`src/rtl/ntt_agu_pkg.sv`:
```
// Shared definitions for the NTT address-generation scheduler: FSM encoding
// and default geometry.
package ntt_agu_pkg;

  typedef enum logic [2:0] {
    S_IDLE,
    S_RUN,
    S_GAP,
    S_DRAIN,
    S_DONE
  } agu_state_e;

  localparam int AGU_D_WIDTH      = 32;
  localparam int AGU_DEGREE_WIDTH = 16;
  localparam int AGU_GAP_CYCLES   = 4;

endpackage

```
`src/rtl/agu_pair_gen.sv`:
```
// Butterfly pair generator: inserts a zero at bit DEGREE_WIDTH-1-stage of the
// pair counter to form the lower index; the upper index sets that bit.
module agu_pair_gen #(
  parameter int D_WIDTH      = 32,
  parameter int DEGREE_WIDTH = 16
) (
  input  logic [DEGREE_WIDTH-2:0] j_i,
  input  logic [D_WIDTH-1:0]      stage_i,
  output logic [D_WIDTH-1:0]      order0_o,
  output logic [D_WIDTH-1:0]      order1_o
);

  logic [D_WIDTH-1:0]      pos;
  logic [DEGREE_WIDTH-1:0] jx;
  logic [DEGREE_WIDTH-1:0] bitp;
  logic [DEGREE_WIDTH-1:0] mask;
  logic [DEGREE_WIDTH-1:0] o0;

  always_comb begin
    pos      = D_WIDTH'(DEGREE_WIDTH - 1) - stage_i;
    jx       = {1'b0, j_i};
    bitp     = DEGREE_WIDTH'(1) << pos;
    mask     = bitp - DEGREE_WIDTH'(1);
    o0       = ((jx & ~mask) << 1) | (jx & mask);
    order0_o = D_WIDTH'(o0);
    order1_o = D_WIDTH'(o0 | bitp);
  end

endmodule

```
`src/rtl/agu_sched_k2.sv`:
```
// Stage scheduler for the K2 AGU: walks every butterfly pair of each NTT stage,
// inserts translator gap cycles between stages and waits for the returned done.
module agu_sched_k2
  import ntt_agu_pkg::*;
#(
  parameter int D_WIDTH      = AGU_D_WIDTH,
  parameter int DEGREE_WIDTH = AGU_DEGREE_WIDTH,
  parameter int GAP_CYCLES   = AGU_GAP_CYCLES
) (
  input  logic               clk,
  input  logic               rst,
  input  logic               start,
  input  logic [D_WIDTH-1:0] cfg_stages,
  input  logic               stall,
  input  logic               agu_done_ret,
  output logic [D_WIDTH-1:0] Order_0,
  output logic [D_WIDTH-1:0] Order_1,
  output logic               r_enable_k2,
  output logic               AGU_done_k2,
  output logic [D_WIDTH-1:0] l,
  output logic               busy,
  output logic               done
);

  localparam int JW = DEGREE_WIDTH - 1;
  localparam int GW = (GAP_CYCLES > 2) ? $clog2(GAP_CYCLES) : 1;
  localparam logic [JW-1:0] J_LAST = '1;

  function automatic logic [D_WIDTH-1:0] clamp_stages(input logic [D_WIDTH-1:0] cfg);
    if (cfg > D_WIDTH'(DEGREE_WIDTH)) return D_WIDTH'(DEGREE_WIDTH);
    return cfg;
  endfunction

  agu_state_e         state_q, state_d;
  logic [JW-1:0]      j_q, j_d;
  logic [D_WIDTH-1:0] stage_q, stage_d;
  logic [D_WIDTH-1:0] nst_q, nst_d;
  logic [GW-1:0]      gap_q, gap_d;

  logic [D_WIDTH-1:0] order0_q, order0_d, order1_q, order1_d, l_q, l_d;
  logic               ren_q, ren_d, agud_q, agud_d, busy_q, busy_d, done_q, done_d;

  // Pair candidate for this edge: IDLE+start issues pair 0 straight away so the
  // first registered pair is visible the cycle after start is sampled.
  logic               cand_vld, issue, last_pair, last_stage;
  logic [JW-1:0]      j_c;
  logic [D_WIDTH-1:0] stage_c, nst_c, cfg_cl, pg_o0, pg_o1;

  always_comb begin
    cfg_cl   = clamp_stages(cfg_stages);
    cand_vld = 1'b0;
    j_c      = j_q;
    stage_c  = stage_q;
    nst_c    = nst_q;
    if (state_q == S_IDLE && start && cfg_cl != '0) begin
      cand_vld = 1'b1;
      j_c      = '0;
      stage_c  = '0;
      nst_c    = cfg_cl;
    end else if (state_q == S_RUN) begin
      cand_vld = 1'b1;
    end
    issue      = cand_vld & ~stall;
    last_pair  = (j_c == J_LAST);
    last_stage = (stage_c == nst_c - D_WIDTH'(1));
  end

  agu_pair_gen #(
    .D_WIDTH      (D_WIDTH),
    .DEGREE_WIDTH (DEGREE_WIDTH)
  ) u_pair_gen (
    .j_i      (j_c),
    .stage_i  (stage_c),
    .order0_o (pg_o0),
    .order1_o (pg_o1)
  );

  always_ff @(posedge clk or posedge rst) begin
    if (rst) begin
      state_q  <= S_IDLE;
      j_q      <= '0;
      stage_q  <= '0;
      nst_q    <= '0;
      gap_q    <= '0;
      order0_q <= '0;
      order1_q <= '0;
      l_q      <= '0;
      ren_q    <= 1'b0;
      agud_q   <= 1'b0;
      busy_q   <= 1'b0;
      done_q   <= 1'b0;
    end else begin
      state_q  <= state_d;
      j_q      <= j_d;
      stage_q  <= stage_d;
      nst_q    <= nst_d;
      gap_q    <= gap_d;
      order0_q <= order0_d;
      order1_q <= order1_d;
      l_q      <= l_d;
      ren_q    <= ren_d;
      agud_q   <= agud_d;
      busy_q   <= busy_d;
      done_q   <= done_d;
    end
  end

  always_comb begin
    state_d = state_q;
    j_d     = j_q;
    stage_d = stage_q;
    nst_d   = nst_q;
    gap_d   = gap_q;
    case (state_q)
      S_IDLE:  if (start && cfg_cl == '0) state_d = S_DONE;
      S_GAP: begin
        if (int'(gap_q) == GAP_CYCLES - 1) begin
          state_d = S_RUN;
          stage_d = stage_q + D_WIDTH'(1);
          j_d     = '0;
        end else begin
          gap_d = gap_q + GW'(1);
        end
      end
      S_DRAIN: if (agu_done_ret) state_d = S_DONE;
      S_DONE:  state_d = S_IDLE;
      default: ;
    endcase
    // Stall leaves the candidate pending; only an issued pair advances.
    if (cand_vld) begin
      state_d = S_RUN;
      j_d     = j_c;
      stage_d = stage_c;
      nst_d   = nst_c;
      if (issue) begin
        if (!last_pair) begin
          j_d = j_c + JW'(1);
        end else if (last_stage) begin
          state_d = S_DRAIN;
        end else if (GAP_CYCLES == 0) begin
          stage_d = stage_c + D_WIDTH'(1);
          j_d     = '0;
        end else begin
          state_d = S_GAP;
          gap_d   = '0;
        end
      end
    end
  end

  always_comb begin
    ren_d    = issue;
    order0_d = issue ? pg_o0 : '0;
    order1_d = issue ? pg_o1 : '0;
    l_d      = issue ? stage_c : '0;
    agud_d   = issue & last_pair & last_stage;
    busy_d   = (state_d != S_IDLE);
    done_d   = (state_d == S_DONE);
  end

  assign Order_0     = order0_q;
  assign Order_1     = order1_q;
  assign l           = l_q;
  assign r_enable_k2 = ren_q;
  assign AGU_done_k2 = agud_q;
  assign busy        = busy_q;
  assign done        = done_q;

endmodule

```
`config.mk`:
```
export PLATFORM = sky130hd
export DESIGN_NAME = agu_sched_k2
export DESIGN_NICKNAME = d
export VERILOG_FILES = /design/src/rtl/ntt_agu_pkg.sv /design/src/rtl/agu_pair_gen.sv /design/src/rtl/agu_sched_k2.sv
export SDC_FILE = /design/constraint.sdc
export NUM_CORES = 1
export LEC_CHECK = 0
export CORE_ASPECT_RATIO = 1.75
export CORE_MARGIN = 5
export CORE_UTILIZATION = 30
export DETAILED_ROUTE_END_ITERATION = 7
export GPL_ROUTABILITY_DRIVEN = 0
export SKIP_LAST_GASP = 1
export SYNTH_ARGS = -nofsm -noshare
export SYNTH_HDL_FRONTEND = slang
export SYNTH_SLANG_ARGS = --single-unit
```
`constraint.sdc`:
```
create_clock -name clk -period 8.7 [get_ports clk]
set_input_delay 1.305 -clock clk [delete_from_list [all_inputs] [get_ports clk]]
set_output_delay 1.305 -clock clk [all_outputs]
set_load 0.05 [all_outputs]
```
==> results of run 1 <==
[power breakdown]
group / total (µW) / switching, µW / internal (µW)
Combinational: 359 / 235 / 123
Sequential: 805 / 62.9 / 742
Clock: 748 / 341 / 407
Total: 1910 / 640 / 1270
[Yosys cell counts, drive strengths merged (4+ instances only)]
cell type	count
nand3b	5
xor2	39
inv	21
nand4	19
nor2	114
a21oi	49
o21ai	43
o31a	4
mux2i	13
a211oi	10
a211o	5
o21a	4
and3	23
or2	7
nor4b	4
o22ai	5
o31ai	13
nor4	35
dfrtp	152
a32oi	6
nor2b	5
and4	7
and2	63
o21bai	5
a2111oi	5
nand2b	9
or3	18
nor3	44
nand3	53
ha	5
buf	42
o211ai	4
nand2	93
a31oi	17
nor3b	4
a22o	6
xnor2	28
a32o	7
a21o	10
or4	19
clkbuf	66
[cells by family (layout without fill, tap and decap cells)]
group,count (synthesis),after routing,synth area share [%]
AO/OA/AOI/OAI,230,230,16.65
XOR/XNOR,67,67,6.097
adder cells (fa/ha/maj),5,5,0.6500
buffers and inverters,129,170,6.396
flip-flops,152,152,39.52
multiplexers,14,14,1.469
other,1,32,0.03896
AND/OR/NAND/NOR,529,529,29.17
[sequential cells by signal (all words and copies together) (netlist names)]
| signal | count |
|---|---|
| l | 32 |
| nst_q | 32 |
| stage_q | 32 |
| Order_0 | 16 |
| Order_1 | 16 |
| j_q | 15 |
| state_q | 3 |
| gap_q | 2 |
| AGU_done_k2 | 1 |
| busy | 1 |
| done | 1 |
| r_enable_k2 | 1 |
[placed cells by master (no fill, tap or decap), types with 19 or more instances in the layout]
master           instances
dfrtp_1                152
nor2_1                 113
clkdlybuf4s50_1        104
nand2_1                 93
and2_1                  63
nand3_1                 53
a21oi_1                 49
nor3_1                  43
o21ai_0                 43
xor2_1                  39
nor4_1                  32
conb_1                  32
xnor2_1                 28
and3_1                  23
inv_1                   20
nand4_1                 19
[cell type report]
class,instances,area share (%)
multi-input combinational,877,46.64
sequential,152,33.23
timing repair buffer,117,9.946
tap,396,4.328
clock buffer,18,3.749
clock inverter,14,1.377
inverter,21,0.7323
[per-stage QoR]
step | hold slack [ps] | total power [µW] | std cells | setup WS (ps)
2_1_floorplan | 474.1 | 1058 | 1158 | 647.3
4_1_cts | 518.1 | 1926 | 1595 | 1389
6_report | 510.1 | 1912 | 1595 | 1256
3_5_place_dp | 495.0 | 1172 | 1563 | 940.8
5_1_grt | 530.6 | 1987 | 1595 | 845.3
3_3_place_gp | 492.0 | 1168 | 1563 | 1045
[path summary, 6_finish.rpt]
path                            cells after the start  slack (ps)                   start                     to
worst min register to register                      1         510   nst_q[31]$_DFFE_PP0N_  nst_q[31]$_DFFE_PP0N_
worst min-delay path                                1         510   nst_q[31]$_DFFE_PP0N_  nst_q[31]$_DFFE_PP0N_
max in group asynchronous                           3        5930                     rst  nst_q[20]$_DFFE_PP0N_
worst max register to register                     14        2580  stage_q[4]$_DFFE_PP0P_  Order_1[13]$_DFF_PP0_
worst max-delay path                               19        1260           cfg_stages[0]  Order_1[13]$_DFF_PP0_
min in group asynchronous                           2        1320                     rst         l[1]$_DFF_PP0_
[critical path: stages]
cell             delay [ps]
clkdlybuf4s50_1         480
or4_1                   640
or3_1                   450
o31ai_4                 400
nand2_1                 110
ha_1                    370
a211oi_1                230
a21oi_1                 120
a2111oi_0               530
a21o_1                  230
nand2_1                 280
or3_4                   470
or3_4                   410
ha_1                    440
nor2b_1                 240
a311o_1                 350
o41ai_1                 350
a32oi_1                 230
a21oi_1                 190
[per-layer routing]
layer | wire [µm] | GRT usage, % | up-vias
met5 | 0 | 0 | -
met4 | 2805 | 14.14 | 0
met3 | 1846 | 4.235 | 140
met2 | 17160 | 32.66 | 392
met1 | 11000 | 17.13 | 4402
li1 | - | - | 4143
==> results.md, run 1 <==
* Wire per inst at approximately 20 µm
* First-pass GRT wire length at 51.09 mm
* DRT iter0 DRCs at 577
* Die Ht at 246.9 µm
* Design area at 11450 µm²
* Slew headroom at 20.68%
* Min Clock Period, post-route at between 7000 and 8000 ps
* Post-CTS setup buffers at 0
* Top_reg_cell synth: dfrtp_1
* Post-placement cell area at between 10000 and 15000 µm²
* Post-CTS sizing at 0
* Starting Density at about 30%
* Setup TNS Final at 0 ps
* Power Dens Cells at around 170 nW/µm²
* DRT Pass-1 Iters at 5
* Initial antenna violation count at 0
* CTS tree: built
* Vias in the first global route at roughly 9000
* N_diodes at 0
* Clock transition at path regs at 70 ps
* Fin util at approximately 36%
* Syn Area/Cell at 8.540 µm²
* CP Class: in -> reg
* Final hold vios at 0
* Synth Instances at 1127
* Die Footprint at between 30000 and 40000 µm²
* Skew-Pair Late Insertion Delay at 460 ps
* Synthesis Warnings at 0
* Fillers at 3263
* GRT overflow at 0
* Pleak at 0.004871 µW
* GR Util All Layers at 17.93%
* EDFF count, synth at 0
* Synth top area cells: dfrtp_1 40%, nor2_1 4.4%, and2_1 4.1%
* Peak supply drop at 0.0001542 V
* RSZ-0062 raised after global routing: no
* HP Class: reg -> reg
* Area of the core at 31640 µm²
* Die extent in x at 145.4 µm
* Yosys top cell by area: dfrtp_1
* Post-synth ARST share at 100.0%
* Synth top area share at 39.52%
* Worst Path Arrival at ~7800 ps
* Clock Skew at 10.92 ps
* Synth Cell Area at roughly 9600 µm²
* Root Buffer: clkbuf_16
* Total I/O pin count at 137
* Final nets at 1228
* Fmax at 134.3 MHz
* Post-synthesis sequential area ratio at 39.52%
* Htree depth at 4
* Pin count of the biggest net entering global routing at between 80 and 90
* Post-DP HPWL at 24.26 mm
* Share of post-route cells with drive strength above 1 at 5.922%
* CP max FO at 20
* Status: completed
* Post-DRT Antenna Nets at 0
* Number of core rows at 86
* Crit share post-route at 85.56%
* Clock sinks at 152
* DR vias/cell at 5.691
* Required @ worst endpoint at 9080 ps
* Slew @ Worst Pin at 1179 ps
* Synthesis-to-finish area growth at 18.94%
* Startpoint Class: input port
* DRC Markers at 0
* Routed wire length at 32.81 mm
* Register area at 3804 µm²
* Clock buffer depth at 2
* # hold bufs at CTS at 0
* Flops & latches, synth at 152
* Num CTS Buffers at 17
* Vias post-DR at slightly above 9000
* Input/output buffers at 104
* Multi-input gate area at 5339 µm²
* Unique masters post-synth at 84
* MaxCap Viol Count at 0
* CP Capture Type: flop
* Slew Limit Fails at 0
* Final setup viols at 0
Note: power is estimated with default switching activity, not from simulation.
==> run 2, diff against run 1 <==
- CAP_MARGIN: default -> 40
==> results.md, run 2 (synthesis results as in run 1) <==
* # hold bufs at CTS at 0 (unchanged)
* CP max FO at 20 (unchanged)
* Final nets at 1232 (+0.33%)
* Peak supply drop at 0.0001436 V (-6.9%)
* Area of the core at 31640 µm² (unchanged)
* Most frequent cells in the layout: 152 x dfrtp_1, 113 x nor2_1, 104 x clkdlybuf4s50_1
* Startpoint Class: input port
* Slew headroom at 43.82% (+23 points)
* Post-DP HPWL at 24.21 mm (-0.23%)
* Post-CTS setup buffers at 0 (unchanged)
* Vias post-DR at 9064 (-0.14%)
* Fmax at 133.9 MHz (-0.32%)
* Routed wire length at 32.92 mm (+0.34%)
* Die extent in x at 145.4 µm (unchanged)
* Clock Skew at 10.68 ps (-0.2350 ps)
* CP Capture Type: flop
* CP Cell Sequence: clkdlybuf4s50_1, or4_1, or3_1, o31ai_4, nand2_1, ha_1, a211oi_1, a21oi_1, a2111oi_0, a21o_1, nand2_1, or3_4, or3_4, ha_1, or4_1, nor3_1, a31oi_1, a32oi_1, a21oi_1
* Slowest cell on crit path: or4_1
* Slew @ Worst Pin at 835.0 ps (-344.0 ps)
* RSZ-0062 raised after global routing: no
* Most common cell after layout, fill and taps aside: dfrtp_1
* DR vias/cell at 5.669 (-0.39%)
* Final hold vios at 0 (unchanged)
* Power Dens Cells at 167.3 nW/µm² (+0.16%)
* Setup TNS Final at 0 ps (unchanged)
* Root Buffer: clkbuf_16
* Slew Limit Fails at 0 (unchanged)
* Final setup viols at 0 (unchanged)
* DRT iter0 DRCs at 682 (+18%)
* Die Footprint at 35900 µm² (unchanged)
* R2R Path Start: stage_q[4]$_DFFE_PP0P_
* Crit share post-route at 85.84% (+0.27 points)
* Slowest stage delay, CP at 640 ps (about the same)
* DRT Pass-1 Iters at 5 (unchanged)
* Clock buffer depth at 2 (unchanged)
* Initial antenna violation count at 0 (unchanged)
* CP top delay family: simple AND/OR/NAND/NOR gates
* Share of post-route cells with drive strength above 1 at 6.151% (+0.23 points)
* GR Util All Layers at 17.87% (-0.065 points)
* Fillers at 3251 (-0.37%)
* Wire per inst at 20.59 µm (about the same)
* Starting Density at 30.42% (unchanged)
* Min Clock Period, post-route at 7468 ps (+23.69 ps)
* Total I/O pin count at 137 (unchanged)
* MaxCap Viol Count at 0 (unchanged)
* Design area at 11520 µm² (+0.61%)
* CTS tree: built
* GRT overflow at 0 (unchanged)
* Pleak at 0.004913 µW (+0.87%)
* CP Class: in -> reg
* N_diodes at 0 (unchanged)
* Clock transition at path regs at 70 ps (about the same)
* WP buf/inv at 1 (unchanged)
* Worst Path Arrival at 7800 ps (-20 ps)
* Post-CTS sizing at 0 (unchanged)
* Skew-Pair Late Insertion Delay at 460 ps (about the same)
* Number of core rows at 86 (unchanged)
* Pre-CTS WS at 896.0 ps (-44.77 ps)
* HP Class: reg -> reg
* First-pass GRT wire length at 50.77 mm (-0.63%)
* Worst hold start: nst_q[31]$_DFFE_PP0N_
* Origin of the worst setup path: cfg_stages[0]
* Final worst setup slack at 1232 ps (-23.69 ps)
* Die Ht at 246.9 µm (unchanged)
* Status: completed
* Input/output buffers at 104 (unchanged)
* Post-placement cell area at 10900 µm² (+0.40%)
* Synthesis-to-finish area growth at 19.67%
* Num CTS Buffers at 17 (unchanged)
* Clock sinks at 152 (unchanged)
* Vias in the first global route at 8993 (+0.044%)
* Htree depth at 4 (unchanged)
* Post-DRT Antenna Nets at 0 (unchanged)
* Pin count of the biggest net entering global routing at 84 (unchanged)
* Required @ worst endpoint at 9030 ps (-50 ps)
* DRC Markers at 0 (unchanged)
-- run 2: report_power, final --
part	internal, µW	total [µW]	switching, µW
Combinational	126	362	236
Clock	412	762	350
Sequential	742	803	61.3
Total	1280	1930	648
-- run 2: area by class of cell --
class	instances	area, µm²	area share, %
clock buffers	18	429.2	3.726
clock inverters	14	171.4	1.488
inverters	21	83.83	0.7279
multi-input cells	877	5339	46.36
flip-flops and latches	152	3804	33.03
well taps	396	495.5	4.302
repair buffers	121	1195	10.37
-- run 2: per-layer routing --
metal  GRT usage [%]  share of wire (%)  vias up
li1                -                  -     4159
met1           17.41                 34     4379
met2           33.37                 53      402
met3           3.575                5.9      124
met4           12.58                7.0        0
met5               0                  0        -
-- run 2: final timing paths --
path	end	slack (ps)	cells past startpoint
max	Order_1[5]$_DFF_PP0_	1230	19
min	nst_q[31]$_DFFE_PP0N_	510	1
max reg2reg	Order_1[5]$_DFF_PP0_	2620	14
min reg2reg	nst_q[31]$_DFFE_PP0N_	510	1
max in group asynchronous	nst_q[6]$_DFFE_PP0N_	6260	4
min in group asynchronous	l[1]$_DFF_PP0_	1330	2
-- run 2: through the flow --
step	util, %	hold WS (ps)	instances	total power, µW
after floorplan	-	474.1	1158	1058
after global placement	34.33	492.0	1563	1168
after detailed placement	34.47	495.0	1566	1174
after CTS	36.37	517.5	1598	1940
after global routing	36.41	530.5	1599	1997
final	36.41	510.6	1599	1927
